--- src/rtl/dsp48a1_pkg.sv ---
// Shared constants for the DSP48A1 MAC sequencer: FSM states, OPMODE fields and pipeline depth.
package dsp48a1_pkg;

    localparam logic [1:0] StIdle  = 2'd0;
    localparam logic [1:0] StLoad  = 2'd1;
    localparam logic [1:0] StDrain = 2'd2;
    localparam logic [1:0] StDone  = 2'd3;

    // Slice stages after the A/B input registers: M reg, then P reg.
    localparam int unsigned PIPE_DEPTH = 2;

    localparam logic [1:0]  OPMODE_X_M          = 2'b01;
    localparam logic [1:0]  OPMODE_Z_ZERO       = 2'b00;
    localparam logic [1:0]  OPMODE_Z_P          = 2'b10;
    localparam int unsigned OPMODE_POST_SUB_BIT = 7;

    // First product loads P (Z=0); later ones fold into P, optionally subtracting.
    function automatic logic [7:0] opmode_for(input logic first, input logic post_sub);
        logic [7:0] op;
        op = '0;
        op[1:0] = OPMODE_X_M;
        op[3:2] = first ? OPMODE_Z_ZERO : OPMODE_Z_P;
        op[OPMODE_POST_SUB_BIT] = ~first & post_sub;
        return op;
    endfunction

endpackage

--- src/rtl/dsp48a1_mac_sequencer_tracker.sv ---
// dsp_pipe_tracker: shifts a valid bit and first-sample flag alongside the slice's
// post-input pipeline so each stage's clock enable fires only for real samples.
module dsp_pipe_tracker #(
    parameter int unsigned DEPTH = 2
) (
    input  logic             clk,
    input  logic             rst,
    input  logic             in_valid,
    input  logic             in_first,
    output logic [DEPTH-1:0] stage_valid,
    output logic             out_first
);

    logic [DEPTH-1:0] valid_q;
    logic [DEPTH-1:0] first_q;

    always_ff @(posedge clk or posedge rst) begin
        if (rst) begin
            valid_q <= '0;
            first_q <= '0;
        end else begin
            valid_q[0] <= in_valid;
            first_q[0] <= in_valid & in_first;
            for (int unsigned i = 1; i < DEPTH; i++) begin
                valid_q[i] <= valid_q[i-1];
                first_q[i] <= first_q[i-1];
            end
        end
    end

    assign stage_valid = valid_q;
    assign out_first   = first_q[DEPTH-1];

endmodule

--- src/rtl/dsp48a1_mac_sequencer.sv ---
// Control-only sequencer for one DSP48A1 slice: accepts samples, drives per-stage CEs and
// OPMODE so P accumulates sum(A*B), then hands the result over with res_valid/res_ready.
module dsp48a1_mac_sequencer
    import dsp48a1_pkg::*;
#(
    parameter int unsigned CNT_W    = 16,
    parameter bit          POST_SUB = 1'b0
) (
    input  logic             clk,
    input  logic             rst,
    input  logic             start,
    input  logic [CNT_W-1:0] len,
    output logic             busy,
    input  logic             in_valid,
    output logic             in_ready,
    output logic             ce_ab,
    output logic             ce_m,
    output logic             ce_p,
    output logic [7:0]       opmode,
    output logic             p_clr,
    output logic [CNT_W-1:0] sample_cnt,
    output logic             res_valid,
    input  logic             res_ready
);

    logic [1:0]            state_q, state_d;
    logic [CNT_W-1:0]      len_q, len_d;
    logic [CNT_W-1:0]      cnt_q, cnt_d;
    logic                  p_clr_q, p_clr_d;
    logic                  accept;
    logic                  last_accept;
    logic                  drain_done;
    logic                  out_first;
    logic [PIPE_DEPTH-1:0] stage_valid;

    assign in_ready    = (state_q == StLoad) && (cnt_q < len_q);
    assign accept      = in_valid & in_ready;
    assign last_accept = accept && ((cnt_q + CNT_W'(1)) == len_q);
    // Leave DRAIN once only the P stage (or nothing) is still in flight.
    assign drain_done  = (stage_valid[PIPE_DEPTH-2:0] == '0);

    dsp_pipe_tracker #(
        .DEPTH(PIPE_DEPTH)
    ) u_tracker (
        .clk        (clk),
        .rst        (rst),
        .in_valid   (accept),
        .in_first   (cnt_q == '0),
        .stage_valid(stage_valid),
        .out_first  (out_first)
    );

    always_comb begin
        state_d = state_q;
        len_d   = len_q;
        cnt_d   = cnt_q;
        p_clr_d = 1'b0;
        case (state_q)
            StIdle: begin
                if (start) begin
                    len_d = len;
                    cnt_d = '0;
                    if (len != '0) begin
                        state_d = StLoad;
                    end else begin
                        // Empty job: clear P, then pass through DRAIN so res_valid lands one cycle later.
                        p_clr_d = 1'b1;
                        state_d = StDrain;
                    end
                end
            end
            StLoad: begin
                if (accept) begin
                    cnt_d = cnt_q + CNT_W'(1);
                end
                if (last_accept) begin
                    state_d = StDrain;
                end
            end
            StDrain: begin
                if (drain_done) begin
                    state_d = StDone;
                end
            end
            StDone: begin
                if (res_ready) begin
                    state_d = StIdle;
                end
            end
            default: state_d = StIdle;
        endcase
    end

    always_ff @(posedge clk or posedge rst) begin
        if (rst) begin
            state_q <= StIdle;
            len_q   <= '0;
            cnt_q   <= '0;
            p_clr_q <= 1'b0;
        end else begin
            state_q <= state_d;
            len_q   <= len_d;
            cnt_q   <= cnt_d;
            p_clr_q <= p_clr_d;
        end
    end

    always_comb begin
        opmode = '0;
        if (stage_valid[PIPE_DEPTH-1]) begin
            opmode = opmode_for(out_first, POST_SUB);
        end
    end

    assign busy       = (state_q != StIdle);
    assign res_valid  = (state_q == StDone);
    assign ce_ab      = accept;
    assign ce_m       = stage_valid[0];
    assign ce_p       = stage_valid[PIPE_DEPTH-1];
    assign p_clr      = p_clr_q;
    assign sample_cnt = cnt_q;

endmodule

--- config.mk ---
export PLATFORM = sky130hd
export DESIGN_NAME = dsp48a1_mac_sequencer
export DESIGN_NICKNAME = d
export VERILOG_FILES = /design/src/rtl/dsp48a1_pkg.sv /design/src/rtl/dsp48a1_mac_sequencer_tracker.sv /design/src/rtl/dsp48a1_mac_sequencer.sv
export SDC_FILE = /design/constraint.sdc
export NUM_CORES = 1
export LEC_CHECK = 0
export ABC_AREA = 1
export BUFFER_PORTS_ARGS = -buffer_cell sky130_fd_sc_hd__clkbuf_2
export CORE_MARGIN = 2
export CORE_UTILIZATION = 56
export DETAILED_ROUTE_END_ITERATION = 6
export PLACE_DENSITY = 0.8
export RECOVER_POWER = 50
export SYNTH_ARGS = -nofsm -noshare
export SYNTH_HDL_FRONTEND = slang
export SYNTH_SLANG_ARGS = --single-unit
--- constraint.sdc ---
create_clock -name clk -period 2.7 [get_ports clk]
set_input_delay 0.54 -clock clk [delete_from_list [all_inputs] [get_ports clk]]
set_output_delay 0.54 -clock clk [all_outputs]
set_load 0.05 [all_outputs]
==> results of run 1 <==
==> metal layers <==
metal / vias to the layer above / part of all wire, % / GRT usage (%)
met5: - / 0 / 0
met4: 0 / 1.9 / 9.16
met3: 13 / 6.6 / 5.03
met2: 108 / 47 / 46.5
met1: 1341 / 45 / 39.3
li1: 1408 / - / -
==> stage by stage <==
| step | hold slack, ns | instance area, µm² |
|---|---|---|
| floorplan | 0.331 | 2880 |
| global placement | 0.336 | 3150 |
| detailed placement | 0.346 | 3150 |
| CTS | 0.359 | 3270 |
| global route | 0.366 | 3260 |
| finish | 0.362 | 3260 |
==> timing repair <==
action / in CTS / in global routing
gates resized for setup: 1 / 5
cloned: 0 / 0
endpoints found under the setup margin: 1 / 2
==> worst min path at each step <==
stage                              start                    to
floorplan           u_tracker.first_q[0]  u_tracker.first_q[1]
global placement    u_tracker.first_q[0]  u_tracker.first_q[1]
detailed placement  u_tracker.first_q[0]  u_tracker.first_q[1]
CTS                                  rst              len_q[0]
global route        u_tracker.first_q[0]  u_tracker.first_q[1]
finish              u_tracker.first_q[0]  u_tracker.first_q[1]
==> flip-flops by register name, summed over array words and instances (netlist names) <==
register               cells
len_q                     16
p_clr                      1
sample_cnt                16
state_q                    2
u_tracker.first_q          2
u_tracker.stage_valid      2
==> critical path: stages, from the launching register on <==
cell     delay, ns
dfrtp_1       0.47
ha_1          0.35
a21oi_1       0.14
o21ai_0       0.08
nand2_1       0.07
nand2_1       0.05
nor2_1        0.12
nand3_1       0.15
inv_2         0.11
buf_6         0.16
==> power by group through the flow <==
stage | sequential, W | clock [W] | combinational, W
floorplan | 0.000916 | 0 | 0.000974
global placement | 0.000860 | 0 | 0.00129
detailed placement | 0.000870 | 0 | 0.00134
CTS | 0.000858 | 0.000520 | 0.00135
global route | 0.000882 | 0.000544 | 0.00152
finish | 0.000863 | 0.000512 | 0.00136
==> cell type report <==
class	count	area (µm²)	share of cell area, %
clock inverter	2	35.0	1.07
timing repair buffer	54	289	8.86
multi-input combinational	299	1600	49.0
sequential	39	977	30.0
tap	67	83.8	2.57
inverter	52	195	5.99
clock buffer	6	82.6	2.53
==> placed cells by master (no fill, tap or decap), types with 3 or more instances in the layout <==
cell type and count:
a21oi_1 22, buf_4 8, clkbuf_1 6, clkbuf_2 39
clkbuf_8 6, conb_1 6, dfrtp_1 38, ha_1 22
inv_1 48, inv_2 4, nand2_1 104, nand2_2 4
nand3_1 45, nand3_2 4, nand4_1 15, nor2_1 37
nor2_2 3, nor2_4 4, nor4_1 7, o21ai_0 12
o31ai_1 8
==> kinds of logic (layout without fill, tap and decap cells) <==
logic type      after synthesis  after routing  share of synthesized area [%]
compound gates               46             46                           9.20
fa+ha+maj                    22             22                           9.63
buf+inv                      68            114                           10.6
flops                        39             39                           34.2
mux                           1              1                          0.394
other cells                   1              6                          0.131
simple gates                224            224                           35.9
==> summary.txt, run 1 <==
CP startpoint kind = flip-flop
Core Rows = 25
Hold Buf Count CTS = 0
Worst-path clk slew = 0.08 ns
top-count cell post-synth = nand2_1
area grow syn2layout = 14.1%
Clock Sinks = 39
CTS tree = done
endpoint class of the critical path = output port
Yosys reg bits = 39
Layout Cells excl Fill = 519
r2r endpoint = sample_cnt[1]
Die ar. = 5690 µm²
die outline width = 75.4 µm
post-synth top area cell = dfrtp_1
GRT Resource Usage Total = 28.7%
core area = 4820 µm²
Flop pwr share = 31.6%
commonest cells in the netlist = nand2_1 (104), inv_1 (50), nand3_1 (45), dfrtp_1 (39), nor2_1 (37)
Final Hold Viols = 0
Hold Crit Depth = 0
min cycle time layout = 2.55 ns
CP Class = reg -> out
power share of the clock group = 18.7%
Util after Layout = 67.7%
Post-Place Cells = 511
# setup viols final = 0
switching share of power = 47.5%
final sum of negative setup slack = 0 ns
Max VDD drop = 0.654 mV
via count = 2,870
IO Pins = 52
Leak Pwr = 1.67 nW
Placer Congestion = 0.922
vias in the first global route = 2,653
GR Overflow Total = 0
# diodes = 0
global-route wire length before repair = 12,300 µm
clk_skew = 0.00855 ns
Worst Path Max Fanout = 8
starting density of the core = 59.3%
Yosys cell types = 28
max-cap viol count = 0
TritonRoute pass-1 iters = 5
layout cell share with drive strength beyond 1 = 17.3%
RSZ-0062 raised after global routing = no
pwr dens = 837 nW/µm²
Net Sw Power = 0.00130 W
power consumption = 0.00273 W
status = finished, final reports clean
Gate Count Post-Synth = 401
Port-buffer cells = 45
CTS buffer count = 5
CTS H-tree depth = 2
routed length per instance = 14.0 µm
CP Capture Point = ce_ab
Routed Antenna Nets = 0
dpl hpwl = 5610 µm
crit share post-route = 94.4%
CTS root buffer = clkbuf_8
Worst Hold Class = reg -> reg
setup slack, reg-to-reg = 0.35 ns
Worst R2R Path Depth = 15
area share of the largest cell type after synthesis = 34.2%
crit path from = sample_cnt[9]
Worst Tran Pin Value = 1.01 ns
Layout Nets = 494
Vias/cell = 5.53
Post-CTS Setup Repair Bufs = 0
final setup margin = 0.152 ns
Main synth FF type = dfrtp_1
Yosys warnings = 0
largest net degree at the start of global routing = 40
largest cells by area after synthesis = dfrtp_1 (34%), nand2_1 (14%), ha_1 (9.6%), nand3_1 (7.9%), inv_1 (6.6%)
Post-Syn Area per Cell = 7.13 µm²
Die H = 75.4 µm
mapped cell area = 2860 µm²
Slew HR = 32.8%
initial antenna violation count = 0
Post-synth EDFFs = 0
Comb power frac = 49.6%
final WL = 7290 µm
fmax = 392 MHz
Worst-Skew Late Latency = 0.30 ns
post-synthesis sequential area ratio = 34.2%
CP arrival = 2.01 ns
DR iter-0 viols = 311
final max-slew violation count = 0
internal power = 0.00143 W
FFs w/ async S/R, synth = 100%
DRC Markers = 0
r2r startpoint = sample_cnt[0]
Critical Path RT = 2.16 ns
Max clock buf depth = 2
filler cell count = 450
pre-CTS WS = 0.312 ns
Power figures use the tool's default switching activity.
==> run 2, diff against run 1 <==
clock period = 2.4 ns   (was 2.7 ns; I/O delays follow)
==> run 2 against run 1 <==
Against the previous run:
- power up 21%
- sequential power up 15%
- combinational power up 32%
- die area did not move
- global-route usage is 0.30 points lower
- critical path type unchanged
==> summary.txt, run 2 (synthesis results as in run 1) <==
CP arrival = 1.88 ns (-0.13 ns)
endpoint class of the critical path = output port
CTS tree = done
CTS root buffer = clkbuf_8
Final Hold Viols = 0 (unchanged)
Vias/cell = 5.55 (+0.45%)
final max-slew violation count = 0 (unchanged)
WHS = 0.357 ns (-0.00456 ns)
power share of the clock group = 15.2% (-3.5 points)
Max clock buf depth = 2 (unchanged)
status = finished, final reports clean
GR Overflow Total = 0 (unchanged)
Net Sw Power = 0.00159 W (+22%)
TritonRoute pass-1 iters = 5 (unchanged)
internal power = 0.00171 W (+19%)
Port-buffer cells = 45 (unchanged)
IO Pins = 52 (unchanged)
Worst Tran Pin Value = 1.00 ns (-0.00333 ns)
Post-Place Cells = 517 (+1.2%)
Flop pwr share = 30.1% (-1.5 points)
Routed Antenna Nets = 0 (unchanged)
CTS buffer count = 5 (unchanged)
die outline width = 75.4 µm (unchanged)
vias in the first global route = 2,605 (-1.8%)
final setup margin = 0.0390 ns (-0.113 ns)
filler cell count = 404 (-10%)
GR Layer Usage met2 = 45.6% (-0.87 points)
Util after Layout = 73.9% (+6.2 points)
dpl hpwl = 5660 µm (+0.96%)
Core Rows = 25 (unchanged)
global-route wire length before repair = 12,100 µm (-1.8%)
DRC Markers = 0 (unchanged)
Critical Path RT = 1.92 ns (-0.24 ns)
max-cap viol count = 0 (unchanged)
initial antenna violation count = 0 (unchanged)
Worst Path Max Fanout = 7 (-1)
fmax = 424 MHz
most frequent cells in the layout = nand2_1 (102), nand3_1 (44), inv_1 (37)
min cycle time layout = 2.36 ns
switching share of power = 48.1% (+0.63 points)
CTS H-tree depth = 2 (unchanged)
Worst Hold Class = reg -> reg
routed length per instance = 15.0 µm (+6.6%)
crit share post-route = 98.4%
Die H = 75.4 µm (unchanged)
layout cell share with drive strength beyond 1 = 27.1% (+9.9 points)
core area = 4820 µm² (unchanged)
met3 usage = 5.29% (+0.26 points)
Layout Nets = 514 (+4.0%)
clk_skew = 0.0111 ns (+0.00253 ns)
Max VDD drop = 0.864 mV (+32%)
Worst-path clk slew = 0.07 ns (about the same)
# diodes = 0 (unchanged)
DR iter-0 viols = 312 (+0.32%)
Die ar. = 5690 µm² (unchanged)
GRT Resource Usage Total = 28.4% (-0.30 points)
Leak Pwr = 1.72 nW (+3.1%)
starting density of the core = 59.3% (unchanged)
Placer Congestion = 0.948 (+2.8%)
via count = 2,994 (+4.3%)
final WL = 8070 µm (+11%)
Slew HR = 33.1% (+0.22 points)
# setup viols final = 0 (unchanged)
Clock Sinks = 39 (unchanged)
Comb power frac = 54.6% (+5.0 points)
area grow syn2layout = 24.6%
Layout Cells excl Fill = 539 (+3.9%)
pre-CTS WS = 0.106 ns (-0.205 ns)
met1 GRT Util = 39.0% (-0.31 points)
largest net degree at the start of global routing = 40 (unchanged)
leading cell type in the layout, fill and taps excluded = nand2_1
Worst-Skew Late Latency = 0.31 ns (about the same)
final sum of negative setup slack = 0 ns (unchanged)
CP startpoint kind = flip-flop
CP Class = reg -> out
pwr dens = 926 nW/µm² (+11%)
GRT busiest layer = met2
[run 2: changes by cell type in the layout (fill, tap and decap cells not counted), sizes merged]
cell and change:
buf +18, clkbuf +3, bufinv -1, clkinv -1
nor2 +1
[run 2: timing repair]
action / 4_1_cts / 5_1_grt
gates cloned: 0 / 1
endpoints found under the hold margin: 0 / 0
resized for setup: 7 / 38
pin swaps: 1 / 9
setup endpoints to repair: 2 / 6
buffers inserted: 0 / 13
hold buffers: 0 / 0
[run 2: worst paths after layout]
| check | from | to | slack, ns | cells past startpoint |
|---|---|---|---|---|
| worst max-delay path | sample_cnt[1] | ce_ab | 0.04 | 9 |
| worst min-delay path | u_tracker.first_q[0] | u_tracker.first_q[1] | 0.36 | 0 |
| worst max register to register | sample_cnt[1] | state_q[1] | 0.12 | 16 |
| worst min register to register | u_tracker.first_q[0] | u_tracker.first_q[1] | 0.36 | 0 |
| max in group asynchronous | rst | sample_cnt[1] | 1.25 | 3 |
| min in group asynchronous | rst | len_q[9] | 0.47 | 3 |
[run 2: metal layers]
layer  vias to the layer above  part of all wire (%)
met2                       144                    47
met3                        17                   6.8
met1                      1376                    44
met5                         -                     0
li1                       1457                     -
met4                         0                   2.2
[run 2: critical path, cell delays in order (launching register included)]
cell and delay, ns:
dfrtp_2 0.47, ha_4 0.26, a21oi_1 0.16, o21ai_1 0.08
nand2_1 0.06, nand3_1 0.09, nand2_1 0.10, nand3_2 0.11
inv_2 0.10, clkbuf_16 0.16
[run 2: per-stage QoR]
step | power (W) | area (µm²)
2_1_floorplan | 0.00213 | 2880
6_report | 0.00330 | 3560
5_1_grt | 0.00352 | 3560
3_5_place_dp | 0.00247 | 3190
4_1_cts | 0.00301 | 3320
3_3_place_gp | 0.00243 | 3190
[run 2: final cells by class]
| type | instances | area [µm²] | share of cell area [%] |
|---|---|---|---|
| Multi-Input combinational cell | 300 | 1750 | 49.2 |
| Sequential cell | 39 | 982 | 27.6 |
| Timing Repair Buffer | 73 | 444 | 12.5 |
| Inverter | 52 | 200 | 5.62 |
| Clock buffer | 8 | 100 | 2.81 |
| Tap cell | 67 | 83.8 | 2.35 |
[run 2: power by group through the flow]
stage	Clock, W	Combinational [W]	Sequential, W
floorplan	0	0.00110	0.00103
global placement	0	0.00146	0.000967
global route	0.000535	0.00198	0.00101
CTS	0.000507	0.00154	0.000962
detailed placement	0	0.00150	0.000975
finish	0.000502	0.00180	0.000993
